## src/rtl/processor_if.sv

```systemverilog
// ---------------------------------------------------------------------------
// processor_if
//   Pin bundle of the processor tile. The harness side (master) drives the
//   enable and operand pins; the processor side (slave) returns the result
//   and the bidirectional-pin controls.
//
//   ena      1  clock enable, 0 holds all state
//   ui_in    8  operand A, unsigned
//   uio_in   8  [7:5] opcode, [4:0] operand B
//   uo_out   8  registered result
//   uio_out  8  constant 0
//   uio_oe   8  constant 0 (bidirectional pins are inputs only)
// ---------------------------------------------------------------------------
interface processor_if;
    logic       ena;
    logic [7:0] ui_in;
    logic [7:0] uio_in;
    logic [7:0] uo_out;
    logic [7:0] uio_out;
    logic [7:0] uio_oe;

    modport master (
        output ena,
        output ui_in,
        output uio_in,
        input  uo_out,
        input  uio_out,
        input  uio_oe
    );

    modport slave (
        input  ena,
        input  ui_in,
        input  uio_in,
        output uo_out,
        output uio_out,
        output uio_oe
    );
endinterface

```

## src/rtl/processor.sv

```systemverilog
// ---------------------------------------------------------------------------
// processor
//   8-bit ALU tile. Each enabled cycle it combines operand A (ui_in) with the
//   zero-extended 5-bit operand B (uio_in[4:0]) according to the 3-bit opcode
//   (uio_in[7:5]) and registers the result onto uo_out. Opcode 111 adds A to
//   an internal 8-bit accumulator and writes the sum back to it.
//
//   Ports:
//     clk    rising-edge clock
//     rst_n  synchronous reset, ACTIVE-HIGH despite the name (1 = reset)
//     bus    processor_if.slave: ena, ui_in, uio_in -> uo_out, uio_out, uio_oe
//
//   Build option:
//     PROC_PIPE_EN  defined   -> input register stage, 2-cycle latency
//                   undefined -> single result register, 1-cycle latency
// ---------------------------------------------------------------------------
module processor (
    input  logic           clk,
    input  logic           rst_n,
    processor_if.slave     bus
);

    localparam int DATA_W = 8;

    localparam logic [2:0] OP_ADD = 3'b000;
    localparam logic [2:0] OP_SUB = 3'b001;
    localparam logic [2:0] OP_AND = 3'b010;
    localparam logic [2:0] OP_OR  = 3'b011;
    localparam logic [2:0] OP_XOR = 3'b100;
    localparam logic [2:0] OP_MUL = 3'b101;
    localparam logic [2:0] OP_SHL = 3'b110;
    localparam logic [2:0] OP_ACC = 3'b111;

    // All arithmetic wraps modulo 256; MUL uses only the low nibbles so the
    // product always fits in 8 bits.
    function automatic logic [DATA_W-1:0] alu_result(
        input logic [2:0]        op,
        input logic [DATA_W-1:0] a,
        input logic [DATA_W-1:0] b,
        input logic [DATA_W-1:0] acc
    );
        logic [DATA_W-1:0] r;
        case (op)
            OP_ADD:  r = a + b;
            OP_SUB:  r = a - b;
            OP_AND:  r = a & b;
            OP_OR:   r = a | b;
            OP_XOR:  r = a ^ b;
            OP_MUL:  r = {4'b0000, a[3:0]} * {4'b0000, b[3:0]};
            OP_SHL:  r = a << b[2:0];
            default: r = acc + a;
        endcase
        return r;
    endfunction

    logic [DATA_W-1:0] acc_q;
    logic [DATA_W-1:0] res_p1;
    logic [DATA_W-1:0] a_ex;
    logic [DATA_W-1:0] b_ex;
    logic [2:0]        op_ex;
    logic [DATA_W-1:0] res_ex;

`ifdef PROC_PIPE_EN
    // ---- stage p0: operand capture ----
    // Zeroed registers decode as ADD 0+0, so the output stays 0 while the
    // pipeline refills after reset.
    logic [DATA_W-1:0] a_p0;
    logic [DATA_W-1:0] b_p0;
    logic [2:0]        op_p0;

    always_ff @(posedge clk) begin
        if (rst_n) begin
            a_p0  <= '0;
            b_p0  <= '0;
            op_p0 <= OP_ADD;
        end else if (bus.ena) begin
            a_p0  <= bus.ui_in;
            b_p0  <= {3'b000, bus.uio_in[4:0]};
            op_p0 <= bus.uio_in[7:5];
        end
    end

    assign a_ex  = a_p0;
    assign b_ex  = b_p0;
    assign op_ex = op_p0;
`else
    assign a_ex  = bus.ui_in;
    assign b_ex  = {3'b000, bus.uio_in[4:0]};
    assign op_ex = bus.uio_in[7:5];
`endif

    assign res_ex = alu_result(op_ex, a_ex, b_ex, acc_q);

    // ---- stage p1: execute / result register ----
    // The accumulator is written at this same edge, so back-to-back ACC
    // operations see the previous sum without a bubble in either build.
    always_ff @(posedge clk) begin
        if (rst_n) begin
            res_p1 <= '0;
            acc_q  <= '0;
        end else if (bus.ena) begin
            res_p1 <= res_ex;
            if (op_ex == OP_ACC) begin
                acc_q <= res_ex;
            end
        end
    end

    assign bus.uo_out  = res_p1;
    assign bus.uio_out = '0;
    assign bus.uio_oe  = '0;

endmodule

```

## src/flat_wrapper.sv

```systemverilog
// flat-port wrapper written by rule: the top's interface ports become plain ports
module processor_flat 
  (clk, rst_n, bus_ena, bus_ui_in, bus_uio_in, bus_uo_out, bus_uio_out, bus_uio_oe);
  processor_if bus_i ();
  input  logic clk;
  input  logic rst_n;
  input wire logic [$bits(bus_i.ena)-1:0] bus_ena;
  input wire logic [$bits(bus_i.ui_in)-1:0] bus_ui_in;
  input wire logic [$bits(bus_i.uio_in)-1:0] bus_uio_in;
  output wire logic [$bits(bus_i.uo_out)-1:0] bus_uo_out;
  output wire logic [$bits(bus_i.uio_out)-1:0] bus_uio_out;
  output wire logic [$bits(bus_i.uio_oe)-1:0] bus_uio_oe;
  assign bus_i.ena = bus_ena;
  assign bus_i.ui_in = bus_ui_in;
  assign bus_i.uio_in = bus_uio_in;
  assign bus_uo_out = bus_i.uo_out;
  assign bus_uio_out = bus_i.uio_out;
  assign bus_uio_oe = bus_i.uio_oe;
  processor u_core (.clk(clk), .rst_n(rst_n), .bus(bus_i));
endmodule
```

## config.mk

```make
export PLATFORM = sky130hd
export DESIGN_NAME = processor_flat
export DESIGN_NICKNAME = d
export VERILOG_FILES = /design/src/rtl/processor_if.sv /design/src/rtl/processor.sv /design/src/flat_wrapper.sv
export SDC_FILE = /design/constraint.sdc
export NUM_CORES = 1
export LEC_CHECK = 0
export CORE_MARGIN = 2
export CORE_UTILIZATION = 54
export DETAILED_ROUTE_END_ITERATION = 10
export PLACE_DENSITY_LB_ADDON = 0.25
export SETUP_SLACK_MARGIN = 0.5
export SLEW_MARGIN = 20
export SYNTH_ARGS = -nofsm -noshare
export SYNTH_HDL_FRONTEND = slang
export SYNTH_SLANG_ARGS = --single-unit
```

## constraint.sdc

```tcl
create_clock -name clk -period 5.07 [get_ports clk]
set_input_delay 1.521 -clock clk [delete_from_list [all_inputs] [get_ports clk]]
set_output_delay 1.521 -clock clk [all_outputs]
set_load 0.01 [all_outputs]
```

; Word level (Yosys, flattened, before mapping)
; Index checks and enable logic that the tools add are counted.
[totals]
regBits = 16
inputBits = 19
out_inout_bits = 24
word_cells = 20
[classes]
add_sub_neg = 3
n_mul = 1
n_eq_ne = 7
shifts = 1
muxes = 1
bitwise = 3
reduce_logical = 2
[ops]
columns = op, n
row1 = 8-bit one-hot mux with 7 select lines, 1
row2 = "3-bit == test, second input constant", 4
row3 = 8-bit by 5-bit adder with 8-bit output, 1
row4 = 8-bit adder, 1
row5 = 8-bit by 5-bit bitwise AND with 8-bit output, 1
row6 = 4-bit by 4-bit multiplier with 8-bit output, 1
row7 = 8-bit by 5-bit bitwise OR with 8-bit output, 1
row8 = 8-bit by 3-bit left shift with 8-bit output, 1
row9 = 8-bit by 5-bit subtractor with 8-bit output, 1
row10 = 8-bit by 5-bit bitwise XOR with 8-bit output, 1
row11 = "3-bit by 2-bit == test with 1-bit output, second input constant", 2
row12 = "3-bit by 1-bit == test with 1-bit output, second input constant", 1
row13 = 3-bit zero test, 1
row14 = 2-bit AND reduction, 1

; Logic depth before layout (Yosys ltp)
[logic_depth]
ltp_word = 2
mapped_depth = 14
depth_no_buf = 13

; Worst setup path before layout
; Ideal clock, no wire load.
[synth_timing]
path_kind = input to register
from = input port bus_uio_in[2]
to = register u_core.acc_q[3]
setup_ns = 0.134
t_arrival_ns = 4.117
t_required_ns = 4.936
path_slack_ns = 0.819
cell_stages = 13
path_buffers = 1
path_cell_list = buf_2 > nand2_1 > fa_1 > inv_1 > fa_1 > inv_1 > fa_1 > nand2b_1 > a221oi_1 > a21oi_1 > a21o_1 > o211ai_1 > a21oi_1
[synth_between]
elab_chain_cells = 2
word_cells_on_any_way = 5
classes_between = 2 x add/sub / 1 x mul / 1 x shift / 1 x mux
[synth_lines]
columns = element, line
row1 = start: declaration, flat_wrapper.sv:9  ; input wire logic [$bits(bus_i.uio_in)-1:0] bus_uio_in;
row2 = "4-bit by 4-bit multiplier with 8-bit output, or another cell as far along", processor.sv:49  ; OP_MUL: r = {4'b0000, a[3:0]} * {4'b0000, b[3:0]};
row3 = 8-bit one-hot mux with 7 select lines (*), processor.sv:43  ; case (op)
row4 = end signal: assignment, processor.sv:104  ; acc_q <= res_ex;
row5 = end: declaration, processor.sv:56  ; logic [DATA_W-1:0] acc_q;
; Every way passes the cells marked *; elsewhere a longest branch is shown, timed or not.
; A chain may end at the register's enable or synchronous reset.

; Worst setup path after layout
[layout_timing]
from = input port bus_uio_in[3]
to = register u_core.res_p1[5], in the netlist u_core.bus.uo_out[5]
[layout_between]
elab_chain_cells = 2
word_cells_on_any_way = 4
classes_between = 2 x add/sub / 1 x mul / 1 x mux
[layout_lines]
columns = element, line
row1 = "4-bit by 4-bit multiplier with 8-bit output, or another cell as far along", processor.sv:49
row2 = 8-bit one-hot mux with 7 select lines (*), processor.sv:43
row3 = end signal: assignment, processor.sv:102  ; res_p1 <= res_ex;
row4 = end: declaration, processor.sv:57  ; logic [DATA_W-1:0] res_p1;
; Marked as above.

==> run summary <==
status: finished clean
GPL Wtd Cong: 0.911
cells along the critical path: clkdlybuf4s50_1 > nand2_1 > fa_1 > inv_1 > fa_1 > ha_1 > a21o_1 > a21oi_1 > mux2_1 > o32ai_1 > o21ai_0 > o22ai_1
sequential share of the synthesized area: 0.129
largest net degree at the start of global routing: 18
crit path time final: 4460 ps
vias in the first global route: 2,126
HP Start: u_core.bus.uo_out[0]
Tot Pwr: 0.000527 W
final count of hold timing violations: 0
Hold-fix buffers, CTS: 0
Max Freq: 224 MHz
Hold Path Class: register to register
Arr. time, crit path: 4630 ps
initial antenna violation count: 0
Crit path largest cell delay: 540 ps
DIE AREA: 0.00516 sq mm
CTS root buf: clkbuf_8
worst rel slew slack: 0.569
R2R cell count: 10
Worst Tran Pin Value: 644 ps
pwr/cell area: 187 mW/mm^2
NumNets Final: 407
average wire per standard cell: 15.8 um
main flop type after synthesis: dfxtp_1
Detail Placement HPWL: 5020 um
clock buffer count from CTS: 3
layout cell share with drive strength beyond 1: 0.0800
via/cell ratio: 5.96
Max Cap Viol: 0
Leak: 1.29 nW
H-Tree Level Count: 1
hold slack: 460 ps
Slowest cell on crit path: fa_1
critical path launch point type: primary input
FF-to-FF End: u_core.bus.uo_out[7]
fin crit share: 0.879
Die H: 71.8 um
Reg2Reg Setup Slack: 2340 ps
Initial Utilization: 0.566
unrepaired setup endpoints after global routing: false
Crit Path Class: primary input to register
global route overflow: 0
Sum Neg Setup Slack: 0 ps
# DRC: 0
peak supply drop: 164 uV
Antenna Cells: 0
Mean Syn Cell Area: 7.67 sq um
Yosys warnings: 0
Area Overhead vs Synth: 13.4%
CTS tree: built
top cell type's share of synthesized area: 0.161
clk slew on worst S/H paths: 70 ps
io pins: 43
Row Count: 24
hold-critical path depth: 2
Final Skew: 1.63 ps
first-pass GRT wire length: 10,300 um
final setup fails: 0
Detailed Route Iter0 Violations: 221
endpoint class of the critical path: register
Post-Route WL: 6340 um
total number of clock tree sinks: 16
Yosys reg bits: 16
Routed Antenna Nets: 0
Pre-antenna DRT Iters: 5
FILL cells: 395
via count: 2,396
PortBufs: 26
gr usage total: 0.251
Synth area leaders: ha_1 (16%), dfxtp_1 (13%), mux2i_1 (6.0%)
Async S/R FF share, synth: 0
Slew Limit Fails: 0
worst reg2reg startpoint: u_core.acc_q[0]
insertion delay to the later sink of the worst-skew pair: 260 ps
clock tree buffer depth: 2
core box area: 0.00438 sq mm
count of unique library cells instantiated by Yosys: 57
Die Wd: 71.8 um
Synth area leader: ha_1
hold endpoint: u_core.bus.uo_out[0]
critical path required time: 5250 ps
CP Max Fanout: 2
Mapped Cells: 324
Most Frequent Cell on Critical Path: fa_1
Netlist Area Pre-Place: 0.00248 sq mm
Post-synth EDFFs: 0
[stage by stage]
step	instances	util	worst slack [ps]	area, sq um
2_1_floorplan	339	-	819	2540
3_3_place_gp	398	0.626	284	2750
3_5_place_dp	398	0.626	156	2750
4_1_cts	402	0.638	531	2800
5_1_grt	402	0.642	508	2820
6_report	402	0.642	612	2820
[worst max-delay path, delay by kind of cell]
family	cells	cell delay, ps
muxes	1	330
and+or+nand+nor	1	80
buffers and inverters	2	540
AOI/OAI and AO/OA	5	830
adders and majority gates	3	1320
[cell families after synthesis]
logic type	share of synthesized area
simple gates	0.184
other cells	0.00151
flops	0.129
fa+ha+maj	0.202
compound gates	0.235
buf+inv	0.121
xor+xnor	0.0494
mux	0.0786
[Yosys cell counts, types with 3 or more instances]
library cell / n
nand2_1: 36
o211ai_1: 5
buf_6: 3
o21ai_1: 3
a31oi_1: 4
buf_2: 6
inv_1: 24
o21ai_0: 14
clkbuf_1: 4
a21oi_1: 20
ha_1: 32
a211oi_1: 7
mux2i_1: 15
nand2b_1: 6
xnor2_1: 10
nor2_1: 27
fa_1: 5
nor3_1: 8
a21o_1: 8
nor2b_1: 3
xor2_1: 4
o22ai_1: 3
buf_4: 16
dfxtp_1: 16
nor3b_1: 3
nand3_1: 3
[area by class of cell]
| cell class | count | area, sq um | area share |
|---|---|---|---|
| flip-flops and latches | 16 | 320 | 0.114 |
| clock buffers | 4 | 55.1 | 0.0195 |
| well taps | 52 | 65.1 | 0.0231 |
| inverters | 26 | 97.6 | 0.0347 |
| multi-input cells | 267 | 1940 | 0.688 |
| repair buffers | 37 | 340 | 0.121 |
[cells in the final DEF, fill, tap and decap left out, types with 2 or more instances in the layout]
cell / Yosys / final
nand3_1: 3 / 3
a211oi_2: 1 / 2
o21ai_1: 3 / 3
nor3b_1: 3 / 3
xnor2_1: 10 / 10
ha_1: 32 / 32
o22ai_1: 3 / 3
a22o_1: 2 / 2
a211oi_1: 7 / 6
or3_1: 2 / 2
nor3_2: 2 / 2
o32ai_1: 2 / 2
nor3_1: 8 / 8
buf_4: 16 / 11
dfxtp_1: 16 / 16
nand2b_1: 6 / 6
nand2_1: 36 / 36
inv_2: 2 / 2
xor2_1: 4 / 4
o21ai_0: 14 / 14
clkdlybuf4s50_1: 0 / 24
fa_1: 5 / 5
nor2_1: 27 / 27
mux2i_1: 15 / 15
clkbuf_8: 0 / 4
a31oi_1: 4 / 4
and2_1: 2 / 2
dlygate4sd2_1: 0 / 2
conb_1: 1 / 16
inv_1: 24 / 24
nor2b_1: 3 / 3
a21oi_1: 20 / 20
o211ai_1: 5 / 5
a21o_1: 8 / 8
[worst max path at each step]
stage	to	start	depth (start not counted)	slack, ps
5_1_grt	u_core.bus.uo_out[5]	bus_uio_in[3]	12	510
2_1_floorplan	u_core.acc_q[3]	bus_uio_in[2]	13	820
6_report	u_core.bus.uo_out[5]	bus_uio_in[3]	12	610
4_1_cts	u_core.acc_q[3]	bus_uio_in[3]	13	530
3_3_place_gp	u_core.bus.uo_out[3]	bus_ui_in[0]	13	280
3_5_place_dp	u_core.bus.uo_out[3]	bus_ui_in[0]	13	160
[state kept, by name (all words and copies together) (netlist names)]
| signal | flops |
|---|---|
| u_core.acc_q | 8 |
| u_core.bus.uo_out | 8 |
[routing by layer]
metal,GRT usage,part of all wire,vias to the layer above
met5,0,0,-
met4,0.0252,0.0055,0
met3,0.0366,0.077,4
met2,0.388,0.44,116
met1,0.381,0.48,1108
li1,-,-,1168
[power by group]
part	switching (W)	internal, W
clock	0.0000474	0.0000691
sequential	0.00000569	0.000134
combinational	0.000151	0.000121
total	0.000204	0.000324
[timing repair]
| item | in CTS | in global routing |
|---|---|---|
| setup endpoints to repair | 4 | 6 |
| gates cloned | 0 | 0 |
| pin swaps | 0 | 3 |
| setup buffers | 0 | 0 |
| resized for setup | 2 | 3 |
(Power assumes the default switching activity.)
